--- config.mk ---
export PLATFORM = sky130hd
export DESIGN_NAME = cmd_dispatcher
export DESIGN_NICKNAME = d
export VERILOG_FILES = /design/src/rtl/cmd_dispatcher.sv
export SDC_FILE = /design/constraint.sdc
export NUM_CORES = 1
export LEC_CHECK = 0
export ABC_AREA = 1
export CORE_ASPECT_RATIO = 1.25
export CORE_MARGIN = 3
export CORE_UTILIZATION = 52
export DETAILED_ROUTE_END_ITERATION = 16
export GPL_TIMING_DRIVEN = 1
export PLACE_DENSITY = 0.81
export SYNTH_ARGS = -nofsm -noshare
export SYNTH_HDL_FRONTEND = slang
export SYNTH_SLANG_ARGS = --single-unit
--- constraint.sdc ---
create_clock -name clk -period 2 [get_ports clk]
set_input_delay 0.4 -clock clk [delete_from_list [all_inputs] [get_ports clk]]
set_output_delay 0.4 -clock clk [all_outputs]
set_load 0.03 [all_outputs]
--- src/rtl/cmd_dispatcher.sv ---
// cmd_dispatcher: host byte-stream packet engine. RX turns [addr][len][payload] packets into
// one-hot write strobes; TX frames the lowest-indexed pending target message as [addr][len][data].
module cmd_dispatcher #(
    parameter int unsigned N       = 28,
    parameter int unsigned TIMEOUT = 65535
) (
    input  logic         clk,
    input  logic         n_rst,
    input  logic [7:0]   rx_data,
    input  logic         rx_valid,
    output logic [7:0]   master_data,
    output logic [N-1:0] valid_bus,
    input  logic [N-1:0] have_msg_bus,
    input  logic [7:0]   len,
    input  logic [7:0]   slave_data,
    output logic [N-1:0] rdreq_bus,
    output logic [7:0]   tx_data,
    output logic         tx_valid,
    input  logic         tx_ready,
    output logic         err_addr,
    output logic         err_timeout
);
    localparam int unsigned   TW     = $clog2(TIMEOUT + 1);
    localparam int unsigned   IW     = (N > 1) ? $clog2(N) : 1;
    localparam logic [TW-1:0] T_LAST = TW'(TIMEOUT - 1);
    localparam logic [8:0]    NADDR  = 9'(N);
    localparam logic [N-1:0]  ONE    = N'(1);

    typedef enum logic [1:0] {R_ADDR, R_LEN, R_DATA} rx_state_e;
    typedef enum logic [2:0] {T_IDLE, T_ADDR, T_LEN, T_LOAD, T_DATA} tx_state_e;

    rx_state_e     rx_state_q, rx_state_d;
    logic [7:0]    addr_q, addr_d;
    logic          addr_ok_q, addr_ok_d;
    logic [7:0]    rx_cnt_q, rx_cnt_d;
    logic [TW-1:0] tmr_q, tmr_d;
    logic [7:0]    master_data_q, master_data_d;
    logic [N-1:0]  valid_bus_q, valid_bus_d;
    logic          err_addr_q, err_addr_d;
    logic          err_timeout_q, err_timeout_d;

    tx_state_e     tx_state_q, tx_state_d;
    logic [IW-1:0] sel_q, sel_d;
    logic [7:0]    tx_len_q, tx_len_d;
    logic [7:0]    left_q, left_d;
    logic [7:0]    tx_data_q, tx_data_d;
    logic          tx_valid_q, tx_valid_d;
    logic [N-1:0]  rdreq_q, rdreq_d;

    logic [IW-1:0] pick;
    logic          pick_vld;

    always_comb begin
        rx_state_d    = rx_state_q;
        addr_d        = addr_q;
        addr_ok_d     = addr_ok_q;
        rx_cnt_d      = rx_cnt_q;
        tmr_d         = '0;
        master_data_d = master_data_q;
        valid_bus_d   = '0;
        err_addr_d    = 1'b0;
        err_timeout_d = 1'b0;

        // Idle timer runs only inside a packet; any byte restarts it.
        if (rx_state_q != R_ADDR && !rx_valid) begin
            if (tmr_q == T_LAST) begin
                rx_state_d    = R_ADDR;
                err_timeout_d = 1'b1;
            end else begin
                tmr_d = tmr_q + TW'(1);
            end
        end

        if (rx_valid) begin
            case (rx_state_q)
                R_ADDR: begin
                    addr_d     = rx_data;
                    addr_ok_d  = ({1'b0, rx_data} < NADDR);
                    err_addr_d = !({1'b0, rx_data} < NADDR);
                    rx_state_d = R_LEN;
                end
                R_LEN: begin
                    rx_cnt_d   = rx_data;
                    rx_state_d = (rx_data == 8'd0) ? R_ADDR : R_DATA;
                end
                R_DATA: begin
                    if (addr_ok_q) begin
                        master_data_d = rx_data;
                        valid_bus_d   = ONE << addr_q;
                    end
                    rx_cnt_d = rx_cnt_q - 8'd1;
                    if (rx_cnt_q == 8'd1) rx_state_d = R_ADDR;
                end
                default: rx_state_d = R_ADDR;
            endcase
        end
    end

    always_comb begin
        pick     = '0;
        pick_vld = 1'b0;
        for (int unsigned i = 0; i < N; i++) begin
            if (have_msg_bus[i] && !pick_vld) begin
                pick     = IW'(i);
                pick_vld = 1'b1;
            end
        end
    end

    always_comb begin
        tx_state_d = tx_state_q;
        sel_d      = sel_q;
        tx_len_d   = tx_len_q;
        left_d     = left_q;
        tx_data_d  = tx_data_q;
        tx_valid_d = tx_valid_q;
        rdreq_d    = '0;

        case (tx_state_q)
            T_IDLE: begin
                // Hold off while a zero-length drop pulse is out so the stale have bit is not re-picked.
                if (pick_vld && rdreq_q == '0) begin
                    sel_d      = pick;
                    tx_len_d   = len;
                    tx_data_d  = 8'(pick);
                    tx_valid_d = 1'b1;
                    tx_state_d = T_ADDR;
                end
            end
            T_ADDR: begin
                if (tx_ready) begin
                    tx_data_d  = tx_len_q;
                    tx_state_d = T_LEN;
                end
            end
            T_LEN: begin
                if (tx_ready) begin
                    tx_valid_d = 1'b0;
                    rdreq_d    = ONE << sel_q;
                    left_d     = tx_len_q;
                    tx_state_d = (tx_len_q == 8'd0) ? T_IDLE : T_LOAD;
                end
            end
            T_LOAD: begin
                tx_data_d  = slave_data;
                tx_valid_d = 1'b1;
                left_d     = left_q - 8'd1;
                tx_state_d = T_DATA;
            end
            T_DATA: begin
                if (tx_ready) begin
                    tx_valid_d = 1'b0;
                    if (left_q != 8'd0) begin
                        rdreq_d    = ONE << sel_q;
                        tx_state_d = T_LOAD;
                    end else begin
                        tx_state_d = T_IDLE;
                    end
                end
            end
            default: tx_state_d = T_IDLE;
        endcase
    end

    always_ff @(posedge clk or negedge n_rst) begin
        if (!n_rst) begin
            rx_state_q    <= R_ADDR;
            addr_q        <= '0;
            addr_ok_q     <= 1'b0;
            rx_cnt_q      <= '0;
            tmr_q         <= '0;
            master_data_q <= '0;
            valid_bus_q   <= '0;
            err_addr_q    <= 1'b0;
            err_timeout_q <= 1'b0;
            tx_state_q    <= T_IDLE;
            sel_q         <= '0;
            tx_len_q      <= '0;
            left_q        <= '0;
            tx_data_q     <= '0;
            tx_valid_q    <= 1'b0;
            rdreq_q       <= '0;
        end else begin
            rx_state_q    <= rx_state_d;
            addr_q        <= addr_d;
            addr_ok_q     <= addr_ok_d;
            rx_cnt_q      <= rx_cnt_d;
            tmr_q         <= tmr_d;
            master_data_q <= master_data_d;
            valid_bus_q   <= valid_bus_d;
            err_addr_q    <= err_addr_d;
            err_timeout_q <= err_timeout_d;
            tx_state_q    <= tx_state_d;
            sel_q         <= sel_d;
            tx_len_q      <= tx_len_d;
            left_q        <= left_d;
            tx_data_q     <= tx_data_d;
            tx_valid_q    <= tx_valid_d;
            rdreq_q       <= rdreq_d;
        end
    end

    assign master_data = master_data_q;
    assign valid_bus   = valid_bus_q;
    assign err_addr    = err_addr_q;
    assign err_timeout = err_timeout_q;
    assign tx_data     = tx_data_q;
    assign tx_valid    = tx_valid_q;
    assign rdreq_bus   = rdreq_q;

endmodule

==> results.md <==
- Run status: complete, but fails checks
- Violated checks: setup timing
- Max Cap Violations: 0
- Final RePlAce weighted congestion: 0.912
- Final standard cell count with taps included and fillers excluded: 1126
- Part of the Yosys area used for sequential elements: 52.9%
- Placeable core region: 0.0118 mm^2
- Number of clock sinks: 134
- DRT Wirelength: 17700 um
- Via density per instance: 5.37
- DIE WIDTH: 105 um
- Share of synthesized cell area in full adder, half adder and majority cells: 1.97%
- Capturing point of the worst reg2reg path: tx_data[4]$_DFFE_PN0P_
- Post-synthesis xor/xnor area fraction: 1.52%
- Synth Instances: roughly 750
- Count of warnings emitted by yosys: 0
- Number of synthesized flops with an enable pin: 0
- Sum of buffers and inverters on the critical path: 1
- Routed len/inst: around 16 um
- Total routing resource utilization after global routing: 26.1%
- Clock transition at path regs: 60 ps
- Setup CP Type: in -> reg
- Number of antenna violations at the first check in global routing: 0
- CP top delay family: simple AND/OR/NAND/NOR gates
- Net switching share of the total power: between 30 and 40%
- Endpoints failing setup: 24
- Peak clock frequency supported by timing: 448 MHz
- Length in cells of the worst reg-to-reg path: 8
- Internal power summed over all cells: 0.00686 W
- Cell Count Post-Placement: 1075
- Vertical die dimension: 129 um
- Violation count after the first detailed-route iteration: 432
- Buffers on Ports: 130
- Power share of the sequential group: 34.6%
- Share of cell area taken by muxes after synthesis: 0%
- Kind of path behind the tightest hold check: reg -> reg
- Slew at the pin closest to its max-slew limit: 511 ps
- P per Cell Area: 1260 mW/mm^2
- Number of nets produced by synthesis: 812
- Setup slack after layout: -230 ps
- Highest-delay cell along the critical path: nor2_4
- Most used cell, CP: nor2_2
- Number of global-route vias before repair: 6130
- Period Utilization, post-route: 111%
- Cell at the root of the clock tree: clkbuf_16
- IO Pins: around 130
- Register-to-register setup slack: -40 ps
- Clock H-tree levels: 4
- Critical Path Source Type: input pin
- Max rail drop VDD: 0.806 mV
- Share of the synthesized area in compound gates (AO/OA/AOI/OAI): 11.1%
- Final core utilization: between 70 and 80%
- Leading cell type in the layout, fill and taps excluded: dfrtp_1
- Number of distinct library cells after synthesis: 44
- Number of buffers on the longest clock path: 2
- First-pass GRT wire length: 28600 um
- Combinational family with the most area after synthesis: simple AND/OR/NAND/NOR gates
- Final critical delay including setup and external delays: 2230 ps
- Count of antenna-violating nets left after detailed routing: 0
- FP Rows: 44
- Final Max Slew Viols: 0
- Hold EP: tx_data[2]$_DFFE_PN0P_
- Share of layout cells above drive strength 1: between 15 and 20%
- Slew HR: 65.9%
- Count of unresolved DRC violations after routing: 0
- Placed instance area: 0.00822 mm^2
- Leakage power total: 4.25 nW
- Critical path data arrival time: approximately 2600 ps
- Final hold viol count: 0
- Total Nets Final: 1019
- Slowest Stage Delay on Critical Path: 130 ps
- Pre-antenna DRT Iters: 6
- Syn avg cell area: 8.50 um^2
- Worst path cell trace: buf_8 -> nor2_4 -> nand3_2 -> nor2_2 -> nand4_1 -> nor2_2 -> nand4_1 -> nor2_2 -> nand4_2 -> nor2_2 -> nand4_2 -> nor2_4 -> nand4_2 -> nor2_2 -> o21ai_2 -> nand2_2 -> nand2_1 -> nand2_1 -> nand3_1 -> nand2_1
- Predominant post-synthesis flop cell: dfrtp_1
- Global route overflow: 0
- Half-perimeter wire length after detailed placement: approximately 13000 um
- Required time of the critical path: 2350 ps
- Share of power burned in combinational logic: 38.5%
- Launch point of the worst hold path: tx_data[2]$_DFFE_PN0P_
- Effective utilization at floorplan: roughly 54%
- Worst Hold Depth: 2
- TritonCTS clock tree: built
- Syn Std Cell Area: 0.00634 mm^2
- Part of the power in the clock network: 26.9%
- Number of buffers inserted during clock tree synthesis: 17
- Net Switching: 0.00454 W
- Most used cells in the layout excluding fill and tap cells: 134 x dfrtp_1, 120 x clkdlybuf4s50_1, 117 x nor2_1, 109 x inv_1, 97 x nand2_1
- Worst Skew: 12.6 ps
- Clk_lat worst skew: ~420 ps
- Launch point of the worst path: have_msg_bus[3]
- Count of inserted antenna diode cells: 0
- Area overhead of the layout relative to synthesis: 43.3%
- Reg2Reg Launch Point: rdreq_bus[25]$_DFF_PN0_
- Share of async-settable or async-resettable flops after synthesis: between 90% and 100%
- Largest net degree at the start of global routing: 39
- RSZ-0062 raised after global routing: yes
- Simple-gate share of the synthesized area: between 20% and 30%
- Floorplan die area: approximately 0.014 mm^2
- Final design instance area without fill: between 0.009 and 0.01 mm^2
- Critical Path Sink Type: flip-flop
- CP max FO: 3
- Via count of the routed design: 6047
- #FFs+latches synth: 134
[synth_stat cells (all sizes together), types with 3 or more instances]
library cell	instances	area, um^2
nor4	16	100
a22oi	5	37.5
xnor2	3	26.3
nor2	129	517
o221ai	3	26.3
dfrtp	134	3350
nor3	23	115
xor2	8	70.1
nand4	27	194
nand3	34	193
clkbuf	9	33.8
ha	10	125
nand2	110	415
a41o	3	30.0
a31oi	4	25.0
a21oi	30	165
o21ai	63	319
inv	112	420
or4	3	22.5
[routing by layer]
| metal | vias to the layer above | global-route usage [%] | part of all wire (%) |
|---|---|---|---|
| met4 | 0 | 11.7 | 2.7 |
| met3 | 46 | 5.33 | 5.0 |
| met5 | - | 0 | 0 |
| li1 | 2882 | - | - |
| met2 | 210 | 47.9 | 53 |
| met1 | 2909 | 29.5 | 39 |
[worst register-to-register path, cell delays in order (launching register included)]
cell and delay, ps:
dfrtp_1 370, or4_1 540, nor4_1 320, buf_4 190
nand2_2 80, nand2_4 130, nand3_4 130, nand2_1 100
nand2_1 60
[stage by stage]
step                      setup TNS, ps  setup slack (ps)  total power (W)  hold slack, ps
after floorplan                   -5320              -238          0.00653             104
after global placement           -21390              -952          0.00786             391
after detailed placement         -25890             -1080          0.00804             404
after CTS                         -3910              -294           0.0112             490
after global routing             -10140              -471           0.0121             503
final                             -4480              -230           0.0114             486
[power by group through the flow]
stage               Sequential, W  Combinational, W  Clock, W
finish                    0.00394           0.00439   0.00307
detailed placement        0.00392           0.00412         0
global route              0.00401           0.00489   0.00320
global placement          0.00389           0.00397         0
CTS                       0.00389           0.00421   0.00309
floorplan                 0.00407           0.00245         0
[cells by family after synthesis]
kind of cell	count (synthesis)
compound gates	121
xor+xnor	11
fa+ha+maj	10
buf+inv	124
flops	134
simple gates	346
[repair_timing]
action	4_1_cts	5_1_grt
setup endpoints to repair	30	71
hold buffers	1	0
setup buffers	12	7
gates resized for setup	38	28
hold endpoints to repair	33	0
pin swaps	12	10
[cell type report]
type | instances | area (um^2)
repair buffers | 199 | 1870
well taps | 161 | 201
inverters | 113 | 424
clock buffers | 18 | 439
flip-flops and latches | 134 | 3350
multi-input cells | 488 | 2650
clock inverters | 13 | 148
fillers | 806 | 2700
[registers in the layout, indices dropped and copies added, names as in the netlist, named ones only]
name and count:
err_addr 1, tx_data 8, rdreq_bus 28, addr_ok_q 1, addr_q 8, left_q 8
tx_len_q 8, tx_valid 1, rx_state_q 1, tx_state_q 3, err_timeout 1, tmr_q 16
master_data 8, rx_cnt_q 8, valid_bus 28, sel_q 5
[worst max-delay path by stage]
stage	to	slack (ps)	depth (start not counted)
detailed placement	tx_data[3]$_DFFE_PN0P_	-1080	20
finish	tx_data[3]$_DFFE_PN0P_	-230	20
floorplan	tx_data[0]$_DFFE_PN0P_	-240	19
global route	tx_data[3]$_DFFE_PN0P_	-470	20
global placement	tx_data[0]$_DFFE_PN0P_	-950	20
CTS	tx_data[3]$_DFFE_PN0P_	-290	20
(Power assumes the default switching activity.)
